## src/rtl/seg_pkg.sv

```systemverilog
// rtl/seg_pkg.sv - glyph codes, overlay FSM encoding and nibble-to-glyph decode
package seg_pkg;

  // Active-low segment codes, bit order {a,b,c,d,e,f,g,dp}
  localparam logic [7:0] GLY_0     = 8'b00000011;
  localparam logic [7:0] GLY_1     = 8'b10011111;
  localparam logic [7:0] GLY_2     = 8'b00100101;
  localparam logic [7:0] GLY_3     = 8'b00001101;
  localparam logic [7:0] GLY_4     = 8'b10011001;
  localparam logic [7:0] GLY_5     = 8'b01001001;
  localparam logic [7:0] GLY_6     = 8'b01000001;
  localparam logic [7:0] GLY_7     = 8'b00011111;
  localparam logic [7:0] GLY_8     = 8'b00000001;
  localparam logic [7:0] GLY_9     = 8'b00001001;
  localparam logic [7:0] GLY_A     = 8'b00010001;
  localparam logic [7:0] GLY_B     = 8'b11000001;
  localparam logic [7:0] GLY_DASH  = 8'b11111101;
  localparam logic [7:0] GLY_BLANK = 8'hFF;

  typedef enum logic {
    ST_IDLE = 1'b0,
    ST_OVL  = 1'b1
  } ovl_state_t;

  // Codes 13..15 decode to an unlit digit; the anode stays enabled
  function automatic logic [7:0] glyph(input logic [3:0] nib);
    logic [7:0] g;
    case (nib)
      4'd0:    g = GLY_0;
      4'd1:    g = GLY_1;
      4'd2:    g = GLY_2;
      4'd3:    g = GLY_3;
      4'd4:    g = GLY_4;
      4'd5:    g = GLY_5;
      4'd6:    g = GLY_6;
      4'd7:    g = GLY_7;
      4'd8:    g = GLY_8;
      4'd9:    g = GLY_9;
      4'd10:   g = GLY_A;
      4'd11:   g = GLY_B;
      4'd12:   g = GLY_DASH;
      default: g = GLY_BLANK;
    endcase
    return g;
  endfunction

endpackage

```

## src/rtl/seg_scan_sched_if.sv

```systemverilog
// rtl/seg_scan_sched_if.sv - display scheduler bus: game source, overlay handshake, an/seg pins
interface seg_scan_sched_if;
  logic [15:0] game_val;
  logic [3:0]  game_blank;
  logic [3:0]  blink_mask;
  logic        ovl_req;
  logic [15:0] ovl_val;
  logic        ovl_busy;
  logic        ovl_done;
  logic [1:0]  digit_sel;
  logic [3:0]  an;
  logic [7:0]  seg;

  modport master (
    output game_val, game_blank, blink_mask, ovl_req, ovl_val,
    input  ovl_busy, ovl_done, digit_sel, an, seg
  );

  modport slave (
    input  game_val, game_blank, blink_mask, ovl_req, ovl_val,
    output ovl_busy, ovl_done, digit_sel, an, seg
  );
endinterface

```

## src/rtl/scan_tick_gen.sv

```systemverilog
// rtl/scan_tick_gen.sv - free-running prescaler producing a one-cycle scan tick
module scan_tick_gen #(
  parameter int SCAN_DIV = 17
) (
  input  logic clk,
  input  logic rst,
  output logic tick
);

  logic [SCAN_DIV-1:0] prescaler;

  // Prescaler wraps naturally; tick is high during the all-ones cycle
  always_ff @(posedge clk) begin
    if (rst) prescaler <= '0;
    else     prescaler <= prescaler + 1'b1;
  end

  assign tick = &prescaler;

endmodule

```

## src/rtl/seg_scan_sched.sv

```systemverilog
// rtl/seg_scan_sched.sv - 4-digit 7-seg scan scheduler with game/overlay arbitration (option: OVL_RETRIGGER_EN)
module seg_scan_sched
  import seg_pkg::*;
#(
  parameter int SCAN_DIV  = 17,
  parameter int BLINK_DIV = 8,
  parameter int OVL_TICKS = 1024
) (
  input  logic               clk,
  input  logic               rst,
  seg_scan_sched_if.slave    bus
);

  localparam int CW = (OVL_TICKS > 1) ? $clog2(OVL_TICKS) : 1;
  localparam logic [CW-1:0] CNT_LOAD = CW'(OVL_TICKS - 1);

  logic               tick;
  logic [1:0]         pos;
  logic [BLINK_DIV:0] blink_cnt;
  logic               phase;

  ovl_state_t         state, state_n;
  logic [CW-1:0]      cnt, cnt_n;
  logic [15:0]        ovl_lat, ovl_lat_n;
  logic               done_r, done_n;

  logic [15:0]        src;
  logic [3:0]         nib;
  logic               blank_slot;

  logic [3:0]         an_r;
  logic [7:0]         seg_r;
  logic [1:0]         sel_r;

  scan_tick_gen #(.SCAN_DIV(SCAN_DIV)) u_tick (
    .clk  (clk),
    .rst  (rst),
    .tick (tick)
  );

  assign phase = blink_cnt[BLINK_DIV];

  // Scan position and blink phase both step once per tick
  always_ff @(posedge clk) begin
    if (rst) begin
      pos       <= 2'd0;
      blink_cnt <= '0;
    end else if (tick) begin
      pos       <= pos + 2'd1;
      blink_cnt <= blink_cnt + 1'b1;
    end
  end

  // Pick the owning source and decide whether the current slot is suppressed
  always_comb begin
    src        = (state == ST_OVL) ? ovl_lat : bus.game_val;
    nib        = src[{pos, 2'b00} +: 4];
    blank_slot = (state == ST_IDLE) &&
                 (bus.game_blank[pos] || (bus.blink_mask[pos] && !phase));
  end

  // Pins only change on a tick so a digit slot is never split
  always_ff @(posedge clk) begin
    if (rst) begin
      an_r  <= 4'b1111;
      seg_r <= 8'hFF;
      sel_r <= 2'd0;
    end else if (tick) begin
      sel_r <= pos;
      if (blank_slot) begin
        an_r  <= 4'b1111;
        seg_r <= 8'hFF;
      end else begin
        an_r  <= ~(4'b0001 << pos);
        seg_r <= glyph(nib);
      end
    end
  end

  // Overlay FSM state register
  always_ff @(posedge clk) begin
    if (rst) begin
      state   <= ST_IDLE;
      cnt     <= '0;
      ovl_lat <= '0;
      done_r  <= 1'b0;
    end else begin
      state   <= state_n;
      cnt     <= cnt_n;
      ovl_lat <= ovl_lat_n;
      done_r  <= done_n;
    end
  end

  // Overlay FSM next state: accept, hold-time countdown, expiry
  always_comb begin
    state_n   = state;
    cnt_n     = cnt;
    ovl_lat_n = ovl_lat;
    done_n    = 1'b0;
    case (state)
      ST_IDLE: begin
        if (bus.ovl_req) begin
          ovl_lat_n = bus.ovl_val;
          cnt_n     = CNT_LOAD;
          state_n   = ST_OVL;
        end
      end
      ST_OVL: begin
`ifdef OVL_RETRIGGER_EN
        if (bus.ovl_req) begin
          ovl_lat_n = bus.ovl_val;
          cnt_n     = CNT_LOAD;
        end else
`endif
        if (tick) begin
          if (cnt == '0) begin
            state_n = ST_IDLE;
            done_n  = 1'b1;
          end else begin
            cnt_n = cnt - 1'b1;
          end
        end
      end
      default: state_n = ST_IDLE;
    endcase
  end

  assign bus.ovl_busy  = (state == ST_OVL);
  assign bus.ovl_done  = done_r;
  assign bus.an        = an_r;
  assign bus.seg       = seg_r;
  assign bus.digit_sel = sel_r;

endmodule
```

## src/flat_wrapper.sv

```systemverilog
// flat-port wrapper written by rule: the top's interface ports become plain ports
module seg_scan_sched_flat import seg_pkg::*;
#(
  parameter int SCAN_DIV  = 17,
  parameter int BLINK_DIV = 8,
  parameter int OVL_TICKS = 1024
)
  (clk, rst, bus_game_val, bus_game_blank, bus_blink_mask, bus_ovl_req, bus_ovl_val, bus_ovl_busy, bus_ovl_done, bus_digit_sel, bus_an, bus_seg);
  seg_scan_sched_if bus_i ();
  input  logic clk;
  input  logic rst;
  input wire logic [$bits(bus_i.game_val)-1:0] bus_game_val;
  input wire logic [$bits(bus_i.game_blank)-1:0] bus_game_blank;
  input wire logic [$bits(bus_i.blink_mask)-1:0] bus_blink_mask;
  input wire logic [$bits(bus_i.ovl_req)-1:0] bus_ovl_req;
  input wire logic [$bits(bus_i.ovl_val)-1:0] bus_ovl_val;
  output wire logic [$bits(bus_i.ovl_busy)-1:0] bus_ovl_busy;
  output wire logic [$bits(bus_i.ovl_done)-1:0] bus_ovl_done;
  output wire logic [$bits(bus_i.digit_sel)-1:0] bus_digit_sel;
  output wire logic [$bits(bus_i.an)-1:0] bus_an;
  output wire logic [$bits(bus_i.seg)-1:0] bus_seg;
  assign bus_i.game_val = bus_game_val;
  assign bus_i.game_blank = bus_game_blank;
  assign bus_i.blink_mask = bus_blink_mask;
  assign bus_i.ovl_req = bus_ovl_req;
  assign bus_i.ovl_val = bus_ovl_val;
  assign bus_ovl_busy = bus_i.ovl_busy;
  assign bus_ovl_done = bus_i.ovl_done;
  assign bus_digit_sel = bus_i.digit_sel;
  assign bus_an = bus_i.an;
  assign bus_seg = bus_i.seg;
  seg_scan_sched #(.SCAN_DIV(SCAN_DIV), .BLINK_DIV(BLINK_DIV), .OVL_TICKS(OVL_TICKS)) u_core (.clk(clk), .rst(rst), .bus(bus_i));
endmodule
```

## config.mk

```make
export PLATFORM = sky130hd
export DESIGN_NAME = seg_scan_sched_flat
export DESIGN_NICKNAME = d
export VERILOG_FILES = /design/src/rtl/seg_pkg.sv /design/src/rtl/seg_scan_sched_if.sv /design/src/rtl/scan_tick_gen.sv /design/src/rtl/seg_scan_sched.sv /design/src/flat_wrapper.sv
export SDC_FILE = /design/constraint.sdc
export NUM_CORES = 1
export LEC_CHECK = 0
export BUFFER_PORTS_ARGS = -buffer_cell sky130_fd_sc_hd__buf_2
export CAP_MARGIN = 20
export CORE_MARGIN = 8
export CORE_UTILIZATION = 30
export DETAILED_ROUTE_END_ITERATION = 12
export PLACE_DENSITY_LB_ADDON = 0.12
export SYNTH_ARGS = -nofsm -noshare
export SYNTH_HDL_FRONTEND = slang
export SYNTH_SLANG_ARGS = --single-unit
```

## constraint.sdc

```tcl
create_clock -name clk -period 2.82 [get_ports clk]
set_input_delay 0.564 -clock clk [delete_from_list [all_inputs] [get_ports clk]]
set_output_delay 0.564 -clock clk [all_outputs]
set_load 0.1 [all_outputs]
```

# Yosys cells after proc, flatten, opt, wreduce, memory -nomap -nowiden
# Memory sizes are Yosys's and may differ from the RTL's.
# Index checks and enable logic that the tools add are counted.
# totals
output_inout_bits	16
ff_bits	70
n_memories	1
mem_bits_ro	112
inputBits	43
wordCells	49
# op_classes
n_reduce_logical	9
eq_ne	3
n_mux	16
addsub	4
n_lt_le_gt_ge	1
bitwise_logic	3
shift	2
# mem_list
name	words	word_bits	read_ports	rd_clocked_by_memory_dff	write_ports	line	rtl
(name not given)	16	7	1	0	0	seg_pkg.sv:28	case (nib)
# ops
operator	count
$mux W10	3
$pmux W10 S2	1
$add A17 B1 Y17 const B	1
$reduce_and A17 Y1	1
$mux W16	1
$shiftx A16 B5 Y4	1
$logic_not A10 Y1	1
$sub A10 B1 Y10 const B	1
$add A9 B1 Y9 const B	1
$mux W8	1
$mux W1	6
$bmux W1 S2	2
$mux W4	1
$ne A2 B2 Y1 const B	2
$not A4 Y4	1
$shl A1 B2 Y4 const A	1
$lt A2 B3 Y1 const B	1
$reduce_and A3 Y1	1
$reduce_or A3 Y1	1
$add A2 B1 Y2 const B	1
$logic_and A1 B1 Y1	2
$ne A2 B1 Y1 const B	1
$not A1 Y1	2
$pmux W1 S2	1
3 further kinds	3

# Logic depth before layout (Yosys ltp)
# depth
depth_word	6
mapped_depth	11

# Hierarchy
# From an unflattened synthesis, not the netlist that was laid out.
# unflattened
hier_cells	373
area_unflattened_um2	3372.0
# modules_own_cells
mod	seq_area_each_um2	cells_each	instances	area_per_inst_um2
seg_scan_sched	1041.0	290	1	2625.0
scan_tick_gen	340.3	83	1	747.0

# Worst setup path after synthesis
# Ideal clock, no wire load.
# synth_timing
path_type	register -> register
start	register u_core.state (netlist: u_core.bus.ovl_busy)
end	register u_core.seg_r[1] (netlist: u_core.bus.seg[1])
stages_incl_launch_ff	9
required_time_ns	2.700
n_path_buf	1
setup_time_ns	0.120
setup_slack_ns	-0.291
arrival_ns	2.992
cell_sequence	dfxtp_1 buf_2 mux4_2 mux2i_1 inv_1 ha_1 mux2_2 and3_1 a211o_1
# synth_via
elab_chain_cells	4
word_cells_on_any_way	6
cone_classes	shift: 1; mux: 2; bitwise: 1; reduce/logical: 1; memory: 1
# synth_lines
element	line	rtl
start: declaration	seg_scan_sched.sv:22	ovl_state_t state, state_n;
start signal: assignment	seg_scan_sched.sv:88	state <= state_n;
$mux W16	seg_scan_sched.sv:56	src = (state == ST_OVL) ? ovl_lat : bus.game_val;
$shiftx A16 B5 Y4	seg_scan_sched.sv:57	nib = src[{pos, 2'b00} +: 4];
$mem_v2 Z16 W7	n/a	
$mux W8 (*)	seg_scan_sched.sv:70	if (blank_slot) begin
end signal: assignment	seg_scan_sched.sv:75	seg_r <= glyph(nib);
end: declaration	seg_scan_sched.sv:32	logic [7:0] seg_r;
# Mark *: on every way between the ends. The rest lies on a longest branch, timed or not.
# A chain may end at the register's enable or synchronous reset.

# Worst setup path in the final report
# layout_timing
start	register u_core.u_tick.prescaler[0]
end	register u_core.cnt[5]
# layout_via
elab_chain_cells	3
# layout_lines
element	line	rtl
start: declaration	scan_tick_gen.sv:10	logic [SCAN_DIV-1:0] prescaler;
start signal: assignment	scan_tick_gen.sv:15	else prescaler <= prescaler + 1'b1;
$reduce_and A17 Y1	scan_tick_gen.sv:18	assign tick = &prescaler;
via u_core.tick	seg_scan_sched.sv:17	logic tick;
$ne A2 B1 Y1 (no source line)	n/a	
$reduce_and A3 Y1 (no source line)	n/a	
end signal: assignment	seg_scan_sched.sv:89	cnt <= cnt_n;
end: declaration	seg_scan_sched.sv:23	logic [CW-1:0] cnt, cnt_n;
# The timed path passes the listed nets, and every way through them passes these cells.

==> results.txt <==
First-pass GRT wire length - 12940 um
Die span in x - 121.1 um
Final Non-Filler Cells - 568
Nets - 482
Final Util - 36.41%
Ports - 59
Initial antenna violation count - 0
Number of synthesized register bits - 69
Worst Path Max Fanout - 12
Internal power - 1.507 mW
Seq/Total Area, Yosys - 41.66%
Vias in the first global route - 2653
DRT iter0 DRCs - 160
Max-Cap Viols - 0
Post-synth EDFFs - 0
Initial Utilization - 30.72%
Hold path startpoint - u_core.u_tick.prescaler[0]
RSZ-0062 raised after global routing - false
Die footprint - 14670 um^2
Worst Clk Skew - 0.006956 ns
Cell family with most CP delay - simple AND/OR/NAND/NOR gates
Finished Cell Area - 3930 um^2
Final Setup Violations - 0
Crit path time final - 2.424 ns
Most common cell after layout, fill and taps aside - dfxtp_1
Static Leakage - 1.553 nW
Pre-antenna DRT Iters - 4
Cts hold-fix bufs - 0
Setup TNS - 0 ns
Worst VDD drop - 0.3005 mV
Register share of total power - 51.2%
GRT Overall Usage - 11.06%
Post-CTS setup buffers - 0
Achievable Freq - 0.4125 GHz
Hold Crit Class - reg2reg
Residual DRC - 0
Root Buffer - clkbuf_8
CP Capture Type - flip-flop
Drt via density - 4.664
Final HPWL DP - 5548 um
Synth Flop Type - dfxtp_1
CP Class - reg2reg
Largest net degree at the start of global routing - 51
Reg clk slew, reported paths - 0.07 ns
Grt ovf - 0
Final hold vios - 0
DP Cell Count - 553
WL per Instance - 13.62 um
Synth Net Count - 423
Placed cell areas - 3756 um^2
P per Cell Area - 514.1 nW/um^2
Reg2Reg Setup Slack - 0.40 ns
Clock power share - 37.9%
DRT antenna net count - 0
CP max stage delay - 0.37 ns
WHS Endpoint - u_core.u_tick.prescaler[0]
Worst R2R Start - u_core.u_tick.prescaler[0]
Die Y - 121.1 um
Worst rel slew slack - 37.25%
Syn Area/Cell - 9.084 um^2
# clock sinks - 69
WP data arrival - 2.62 ns
Crit-path slowest cell - nor3_1
Status - complete, no violations
Buffer depth of the longest clock path - 2
Cell Area, Synth - 3316 um^2
Max-slew violations - 0
CTS Buf Count - 9
Htree depth - 3
Final period utilization - 85.96%
Input/output buffers - 57
R2r endpoint - u_core.cnt[5]
Least-Margin Pin Slew - 0.9413 ns
Worst hold stages - 1
Diodes inserted - 0
Row count - 38
WL final - 7734 um
CP required - 3.01 ns
Via count - 2649
Cts repair resizes - 0
Synth warn - 0
Async S/R FF share, synth - 0%
Worst-path cell chain - ha_1 > nand2_1 > nor3_1 > and3_1 > ha_1 > nand2_1 > a31oi_1 > buf_4 > nand4b_1 > xor2_1 > a21oi_1
Area Overhead vs Synth - 18.53%
Startpoint types - flip-flop
Post-Syn Instances - 365
CTS tree - done
Synth unique cells - 46
Worst r2r path cells - 11
Final GP Congestion - 0.7139
Worst skew pair latency - 0.34 ns
Combinational power share - 11.0%
Commonest non-fill, non-tap cells in the layout - dfxtp_1, buf_2, nor2_1
NetSw - 0.5136 mW
Sw frac - 25.42%
Core Footprint - 10790 um^2
Hold_ws - 0.4482 ns
Ratio of cells with drive above 1 in the final layout - 23.60%
Buffers & Inverters on Critical Path - 1
worst max path at each step:
stage	from	end	cells past startpoint
2_1_floorplan	u_core.bus.ovl_busy	u_core.bus.seg[1]	8
3_3_place_gp	bus_game_val[1]	u_core.bus.seg[1]	8
3_5_place_dp	bus_game_val[1]	u_core.bus.seg[1]	8
4_1_cts	u_core.u_tick.prescaler[0]	u_core.blink_cnt[6]	9
5_1_grt	u_core.u_tick.prescaler[0]	u_core.blink_cnt[6]	9
6_report	u_core.u_tick.prescaler[0]	u_core.cnt[5]	11
through the flow:
step / power (mW) / setup slack (ns)
after floorplan: 1.205 / 0.08712
after global routing: 2.130 / 0.09412
after global placement: 1.279 / 0.3818
after CTS: 2.062 / 0.3747
after detailed placement: 1.281 / 0.3581
final: 2.020 / 0.3959
state kept, by name, summed over array words and instances, names as in the netlist:
register                 cells
u_core.bus.ovl_done          1
u_core.bus.digit_sel         2
u_core.u_tick.prescaler     17
u_core.bus.seg               7
u_core.blink_cnt             9
u_core.bus.an                4
u_core.cnt                  10
u_core.bus.ovl_busy          1
u_core.pos                   2
u_core.ovl_lat              16
layer usage:
metal / vias up / GRT usage (%) / part of all wire (%)
li1: 1377 / - / -
met1: 1223 / 13.15 / 47
met2: 41 / 17.93 / 46
met3: 8 / 3.955 / 5.4
met4: 0 / 4.163 / 1.3
met5: - / 0 / 0
cells in the mapped netlist (8+ instances only):
| cell type | number | area [um^2] |
|---|---|---|
| nor3_1 | 9 | 45.04 |
| nand4_1 | 8 | 50.05 |
| inv_1 | 8 | 30.03 |
| xor2_1 | 18 | 157.7 |
| xnor2_1 | 8 | 70.07 |
| a21oi_1 | 30 | 150.1 |
| ha_1 | 15 | 187.7 |
| clkbuf_1 | 12 | 45.04 |
| mux2i_1 | 10 | 100.1 |
| nand2_1 | 44 | 165.2 |
| dfxtp_1 | 69 | 1381 |
| nand3_1 | 11 | 55.05 |
| nor2_1 | 45 | 168.9 |
kinds of logic after synthesis:
group	after synthesis	synth area share, %
and+or+nand+nor	146	20.57
DFF	69	41.66
AOI/OAI and AO/OA	54	9.812
buffers and inverters	30	4.377
xor gates and xnor gates	26	6.868
muxes	24	10.94
adders and majority gates	15	5.660
other	1	0.1131
layout make-up:
| class | instances | area, um^2 |
|---|---|---|
| fill | 1144 | 6863 |
| clock buffer | 13 | 138.9 |
| tap | 140 | 175.2 |
| clock inverter | 2 | 35.03 |
| inverter | 9 | 33.78 |
| timing repair buffer | 69 | 375.4 |
| multi-input combinational | 266 | 1789 |
| sequential | 69 | 1383 |
power by group through the flow:
stage / clock network (mW) / registers (mW) / logic, mW
global route: 0.841 / 1.04 / 0.251
detailed placement: 0 / 1.06 / 0.225
floorplan: 0 / 1.05 / 0.151
CTS: 0.802 / 1.03 / 0.226
finish: 0.765 / 1.03 / 0.222
global placement: 0 / 1.06 / 0.223
(Power assumes the default switching activity.)
